===== config.mk =====
export PLATFORM = sky130hd
export DESIGN_NAME = bcd_sseg_mux3_flat
export DESIGN_NICKNAME = d
export VERILOG_FILES = /design/src/rtl/sseg_pkg.sv /design/src/rtl/bcd_sseg_mux3_if.sv /design/src/rtl/bcd_to_sseg.sv /design/src/rtl/bcd_sseg_mux3.sv /design/src/flat_wrapper.sv
export SDC_FILE = /design/constraint.sdc
export NUM_CORES = 1
export LEC_CHECK = 0
export CORE_AREA = 2 2 73 75
export CTS_CLUSTER_DIAMETER = 50
export CTS_CLUSTER_SIZE = 30
export DETAILED_ROUTE_END_ITERATION = 6
export DIE_AREA = 0 0 75 77
export PLACE_DENSITY = 0.69
export SETUP_SLACK_MARGIN = 0.05
export SLEW_MARGIN = 20
export SYNTH_ARGS = -nofsm -noshare
export SYNTH_HDL_FRONTEND = slang
export SYNTH_SLANG_ARGS = --single-unit

===== constraint.sdc =====
create_clock -name clk -period 2.13 [get_ports clk]
set_input_delay 0.3195 -clock clk [delete_from_list [all_inputs] [get_ports clk]]
set_output_delay 0.3195 -clock clk [all_outputs]
set_load 0.05 [all_outputs]

===== src/rtl/sseg_pkg.sv =====
// rtl/sseg_pkg.sv - shared seven-segment glyph constants and digit-index width
package sseg_pkg;

  localparam int IDX_W = 2;

  // Active-low {a,b,c,d,e,f,g}
  localparam logic [6:0] SEG_0     = 7'b0000001;
  localparam logic [6:0] SEG_1     = 7'b1001111;
  localparam logic [6:0] SEG_2     = 7'b0010010;
  localparam logic [6:0] SEG_3     = 7'b0000110;
  localparam logic [6:0] SEG_4     = 7'b1001100;
  localparam logic [6:0] SEG_5     = 7'b0100100;
  localparam logic [6:0] SEG_6     = 7'b0100000;
  localparam logic [6:0] SEG_7     = 7'b0001111;
  localparam logic [6:0] SEG_8     = 7'b0000000;
  localparam logic [6:0] SEG_9     = 7'b0000100;
  localparam logic [6:0] SEG_DASH  = 7'b1111110;
  localparam logic [6:0] SEG_BLANK = 7'b1111111;

endpackage


===== src/rtl/bcd_sseg_mux3_if.sv =====
// rtl/bcd_sseg_mux3_if.sv - value/display signal bundle for the 3-digit display mux
interface bcd_sseg_mux3_if;

  logic [11:0] bcd_in;
  logic [2:0]  dp_in;
  logic        blank_lz;
  logic [2:0]  an;
  logic [7:0]  sseg;
  logic        tick;

  modport master (
    output bcd_in, dp_in, blank_lz,
    input  an, sseg, tick
  );

  modport slave (
    input  bcd_in, dp_in, blank_lz,
    output an, sseg, tick
  );

endinterface


===== src/rtl/bcd_to_sseg.sv =====
// rtl/bcd_to_sseg.sv - combinational BCD digit to active-low segment decoder
module bcd_to_sseg
  import sseg_pkg::*;
(
  input  logic [3:0] i_bcd,
  input  logic       i_blank,
  output logic [6:0] o_seg
);

  always_comb begin
    o_seg = SEG_DASH;
    if (i_blank) begin
      o_seg = SEG_BLANK;
    end else begin
      case (i_bcd)
        4'd0:    o_seg = SEG_0;
        4'd1:    o_seg = SEG_1;
        4'd2:    o_seg = SEG_2;
        4'd3:    o_seg = SEG_3;
        4'd4:    o_seg = SEG_4;
        4'd5:    o_seg = SEG_5;
        4'd6:    o_seg = SEG_6;
        4'd7:    o_seg = SEG_7;
        4'd8:    o_seg = SEG_8;
        4'd9:    o_seg = SEG_9;
        default: o_seg = SEG_DASH;
      endcase
    end
  end

endmodule


===== src/rtl/bcd_sseg_mux3.sv =====
// rtl/bcd_sseg_mux3.sv - time-multiplexed 3-digit common-anode display driver
module bcd_sseg_mux3
  import sseg_pkg::*;
#(
  parameter int DIV = 50000,
  parameter int CW  = 20
) (
  input  logic            clk,
  input  logic            reset,
  bcd_sseg_mux3_if.slave  disp
);

  localparam logic [CW-1:0]    CNT_LAST = CW'(DIV - 1);
  localparam logic [IDX_W-1:0] IDX_LAST = IDX_W'(2);

  logic [CW-1:0]    r_cnt;
  logic [IDX_W-1:0] r_idx;
  logic [11:0]      r_snap;
  logic [2:0]       r_an;
  logic [7:0]       r_sseg;

  logic             w_tick;
  logic [IDX_W-1:0] w_idx_next;
  logic [11:0]      w_word;
  logic [3:0]       w_digit;
  logic             w_blank;
  logic             w_dp;
  logic [2:0]       w_an;
  logic [6:0]       w_seg;

  assign w_tick     = (r_cnt == CNT_LAST);
  assign w_idx_next = (r_idx == IDX_LAST) ? '0 : r_idx + 1'b1;

  // At the frame wrap the new frame's first digit must come from the value being captured.
  assign w_word = (r_idx == IDX_LAST) ? disp.bcd_in : r_snap;

  always_comb begin
    w_digit = w_word[3:0];
    w_blank = 1'b0;
    w_dp    = disp.dp_in[0];
    w_an    = 3'b110;
    case (w_idx_next)
      2'd1: begin
        w_digit = w_word[7:4];
        w_blank = disp.blank_lz && (w_word[11:4] == 8'h00);
        w_dp    = disp.dp_in[1];
        w_an    = 3'b101;
      end
      2'd2: begin
        w_digit = w_word[11:8];
        w_blank = disp.blank_lz && (w_word[11:8] == 4'h0);
        w_dp    = disp.dp_in[2];
        w_an    = 3'b011;
      end
      default: ;
    endcase
  end

  bcd_to_sseg u_dec (
    .i_bcd   (w_digit),
    .i_blank (w_blank),
    .o_seg   (w_seg)
  );

  always_ff @(posedge clk) begin
    if (reset) begin
      r_cnt  <= '0;
      r_idx  <= IDX_LAST;
      r_snap <= 12'h000;
      r_an   <= 3'b111;
      r_sseg <= 8'hFF;
    end else begin
      r_cnt <= w_tick ? '0 : r_cnt + 1'b1;
      if (w_tick) begin
        r_idx  <= w_idx_next;
        r_an   <= w_an;
        r_sseg <= {~w_dp, w_seg};
        if (r_idx == IDX_LAST) begin
          r_snap <= disp.bcd_in;
        end
      end
    end
  end

  assign disp.an   = r_an;
  assign disp.sseg = r_sseg;
  assign disp.tick = w_tick;

endmodule

===== src/flat_wrapper.sv =====
// flat-port wrapper written by rule: the top's interface ports become plain ports
module bcd_sseg_mux3_flat import sseg_pkg::*;
#(
  parameter int DIV = 50000,
  parameter int CW  = 20
)
  (clk, reset, disp_bcd_in, disp_dp_in, disp_blank_lz, disp_an, disp_sseg, disp_tick);
  bcd_sseg_mux3_if disp_i ();
  input  logic clk;
  input  logic reset;
  input wire logic [$bits(disp_i.bcd_in)-1:0] disp_bcd_in;
  input wire logic [$bits(disp_i.dp_in)-1:0] disp_dp_in;
  input wire logic [$bits(disp_i.blank_lz)-1:0] disp_blank_lz;
  output wire logic [$bits(disp_i.an)-1:0] disp_an;
  output wire logic [$bits(disp_i.sseg)-1:0] disp_sseg;
  output wire logic [$bits(disp_i.tick)-1:0] disp_tick;
  assign disp_i.bcd_in = disp_bcd_in;
  assign disp_i.dp_in = disp_dp_in;
  assign disp_i.blank_lz = disp_blank_lz;
  assign disp_an = disp_i.an;
  assign disp_sseg = disp_i.sseg;
  assign disp_tick = disp_i.tick;
  bcd_sseg_mux3 #(.DIV(DIV), .CW(CW)) u_core (.clk(clk), .reset(reset), .disp(disp_i));
endmodule

==> qor.txt <==
worst min-delay path category: flop to flop
Worst Path Max Fanout: 2
critical path class: input pin to flop
VDD IR max: 0.2582 mV
#FFs+latches synth: 45
Synth cell types: 44
minimum clock period: 1.972 ns
largest area contributor in the netlist: dfxtp_1
placed insts: 365
vias in the first global route: 2003
Vias: 2085
Gate Count Post-Synth: 262
Main synth FF type: dfxtp_1
crit path launch: disp_bcd_in[0]
DIE AREA: 5775 sq um
CTS tree: built
Final Hold Violating Endpoints: 0
drt pass-1 iters: 4
largest net degree at the start of global routing: 21
DRT iter0 DRCs: 89
Met3 Wirelength: 234 um
diode count: 0
Worst slew margin: 52.66%
Max Fclk: 507.0 MHz
post-route insts no fill: 374
depth of the CTS H-tree: 2
Tot Pwr: 1.490 mW
initial antenna violation count: 0
total routed wirelength: 5.425 mm
post-DR wirelength/cell: 14.51 um
crit end category: flop
CP Launch Type: input pin
synth warn: 0
Worst-Margin Slew: 0.6922 ns
final routed DRC violation total: 0
Core Util, Final: 59.70%
clock sinks: 45
cell area after synthesis: 2336 sq um
Critical Path RT: 2.30 ns
R2R Path Start: u_core.r_idx[0]
chip width: 75 um
Post-synth EDFFs: 0
clk root buf: clkbuf_8
number of fill cells: 463
P&R area growth vs syn: 27.21%
HP Start: u_core.r_cnt[0]
global-route wire length before repair: 9.308 mm
GP Congestion: 0.8451
GR Util All Layers: 20.40%
TritonCTS Buffers: 5
Top Layer Used: met4
row cnt: 26
Synth top area share: 38.56%
dpl hpwl: 3.885 mm
Async SR Flop Fraction: 0%
share of the yosys chip area belonging to registers: 38.56%
Synth Net Count: 288
Die Y: 77 um
Initial Utilization: 46.93%
Nets: 330
antenna viol nets, final: 0
max-cap violations: 0
clk_skew: 0.01131 ns
fraction of layout cells with a size suffix above 1: 17.76%
Longest Clk Path Bufs: 2
I/O pins: 30
post-route clock period utilization: 92.60%
clock transition at the registers of the reported paths: 0.08 ns
cell area power density: 501.6 nW/um^2
Final Setup Violations: 0
grt ovf: 0
wire length on met2: 2.710 mm
status: completed
CP arrival: 2.15 ns
CORE AREA: 4977 sq um
Clk Latency, worst-skew pair: 0.30 ns
Syn Area/Cell: 8.916 sq um
Slew Viols, Final: 0
top post-synthesis cells by area: dfxtp_1, nand4_1, nor2_1, ha_1, mux4_2
M1 WL: 2.401 mm
PortBufs: 29
RSZ-0062 raised after global routing: no
LEAKAGE: 1.072 nW
Vias/cell: 5.575
CTS hold repair buffers: 0
-- per-stage QoR --
stage | cell area (sq um) | TNS, ns | worst slack, ns | hold slack [ns]
floorplan | 2338 | 0 | 0.08613 | 0.4175
global placement | 2825 | -0.1010 | -0.06367 | 0.4316
detailed placement | 2825 | -0.2081 | -0.1144 | 0.4432
CTS | 2922 | 0 | 0.05033 | 0.4671
global route | 2972 | 0 | 0.07388 | 0.4768
finish | 2972 | 0 | 0.1576 | 0.4564
-- synth_stat cells (all sizes together), types with 2 or more instances --
cell type and n:
nor4b 2, a21oi 18, mux2i 5, inv 11, a22oi 2, o31ai 12, nand2 9, xnor2 9
o21ai 10, buf 7, mux4 4, or4 2, nor3 5, and2 2, and3 4, nand3 9
xor2 5, mux2 3, a2111oi 2, o21a 2, and4 3, nor4 6, ha 8, nor2 29
or3 2, nand4 19, a32oi 4, clkbuf 11, nand2b 3, dfxtp 45, o211ai 2
-- final timing paths --
check / to / slack [ns] / depth (start not counted)
max: u_core.disp.sseg[5] / 0.16 / 6
min: u_core.r_cnt[0] / 0.46 / 1
max reg2reg: u_core.disp.sseg[5] / 0.19 / 4
min reg2reg: u_core.r_cnt[0] / 0.46 / 1
-- kinds of logic (layout without fill, tap and decap cells) --
logic type      after synthesis  after routing  share of synthesized area, %
compound gates               58             58                         16.55
xor+xnor                     14             14                         5.249
fa+ha+maj                     8              8                         4.285
buf+inv                      29             71                         5.035
flops                        45             45                         38.56
mux                          12             12                         7.445
simple gates                 96             96                         22.87
-- critical path, stage by stage --
cell	delay, ns
clkdlybuf4s50_1	0.44
mux4_2	0.48
inv_1	0.10
ha_1	0.24
a2111oi_0	0.41
a22oi_1	0.15
-- flip-flops by register name (all words and copies together) (netlist names) --
signal	flops
u_core.r_cnt	20
u_core.r_snap	12
u_core.disp.sseg	8
u_core.disp.an	3
u_core.r_idx	2
-- report_power, final --
group	switching [mW]	leakage [nW]	internal (mW)
logic	0.0492	0.663	0.0650
registers	0.00592	0.365	0.846
clock network	0.267	0.0443	0.258
total	0.322	1.07	1.17
-- layout by cell type (no fill, tap or decap), types with 2 or more instances in the layout --
master,n
a2111oi_0,2
a21oi_1,17
a22oi_1,2
a32oi_1,4
and2_1,2
and3_1,3
and4_1,2
buf_12,2
buf_4,23
clkbuf_8,6
clkdlybuf4s50_1,28
dfxtp_1,42
dfxtp_2,3
ha_1,7
inv_1,11
mux2_2,3
mux2i_1,5
mux4_2,4
nand2_1,8
nand2b_1,3
nand3_1,9
nand4_1,18
nor2_1,29
nor3_1,5
nor4_1,4
nor4_2,2
o211ai_1,2
o21a_1,2
o21ai_0,9
o31ai_1,12
or3_1,2
xnor2_1,9
xor2_1,5
-- metal layers --
| layer | vias to the layer above | GRT usage, % |
|---|---|---|
| li1 | 1048 | - |
| met1 | 987 | 25.55 |
| met2 | 40 | 33.77 |
| met3 | 10 | 4.336 |
| met4 | 0 | 7.321 |
| met5 | - | 0 |
-- final cells by class --
cell class                      count  area [sq um]  share of cell area (%)
Multi-Input combinational cell    188          1359                   45.73
Sequential cell                    45         904.6                   30.44
Timing Repair Buffer               53         493.0                   16.59
Tap cell                           70         87.58                   2.947
Clock buffer                        7         86.33                   2.905
Inverter                           11         41.29                   1.389
-- timing repair --
action	4_1_cts	5_1_grt
hold endpoints to repair	0	0
pin swaps	0	1
endpoints found under the setup margin	1	17
setup buffers	0	2
gates resized for setup	3	8
No activity file was read; power rests on OpenSTA's default activity.
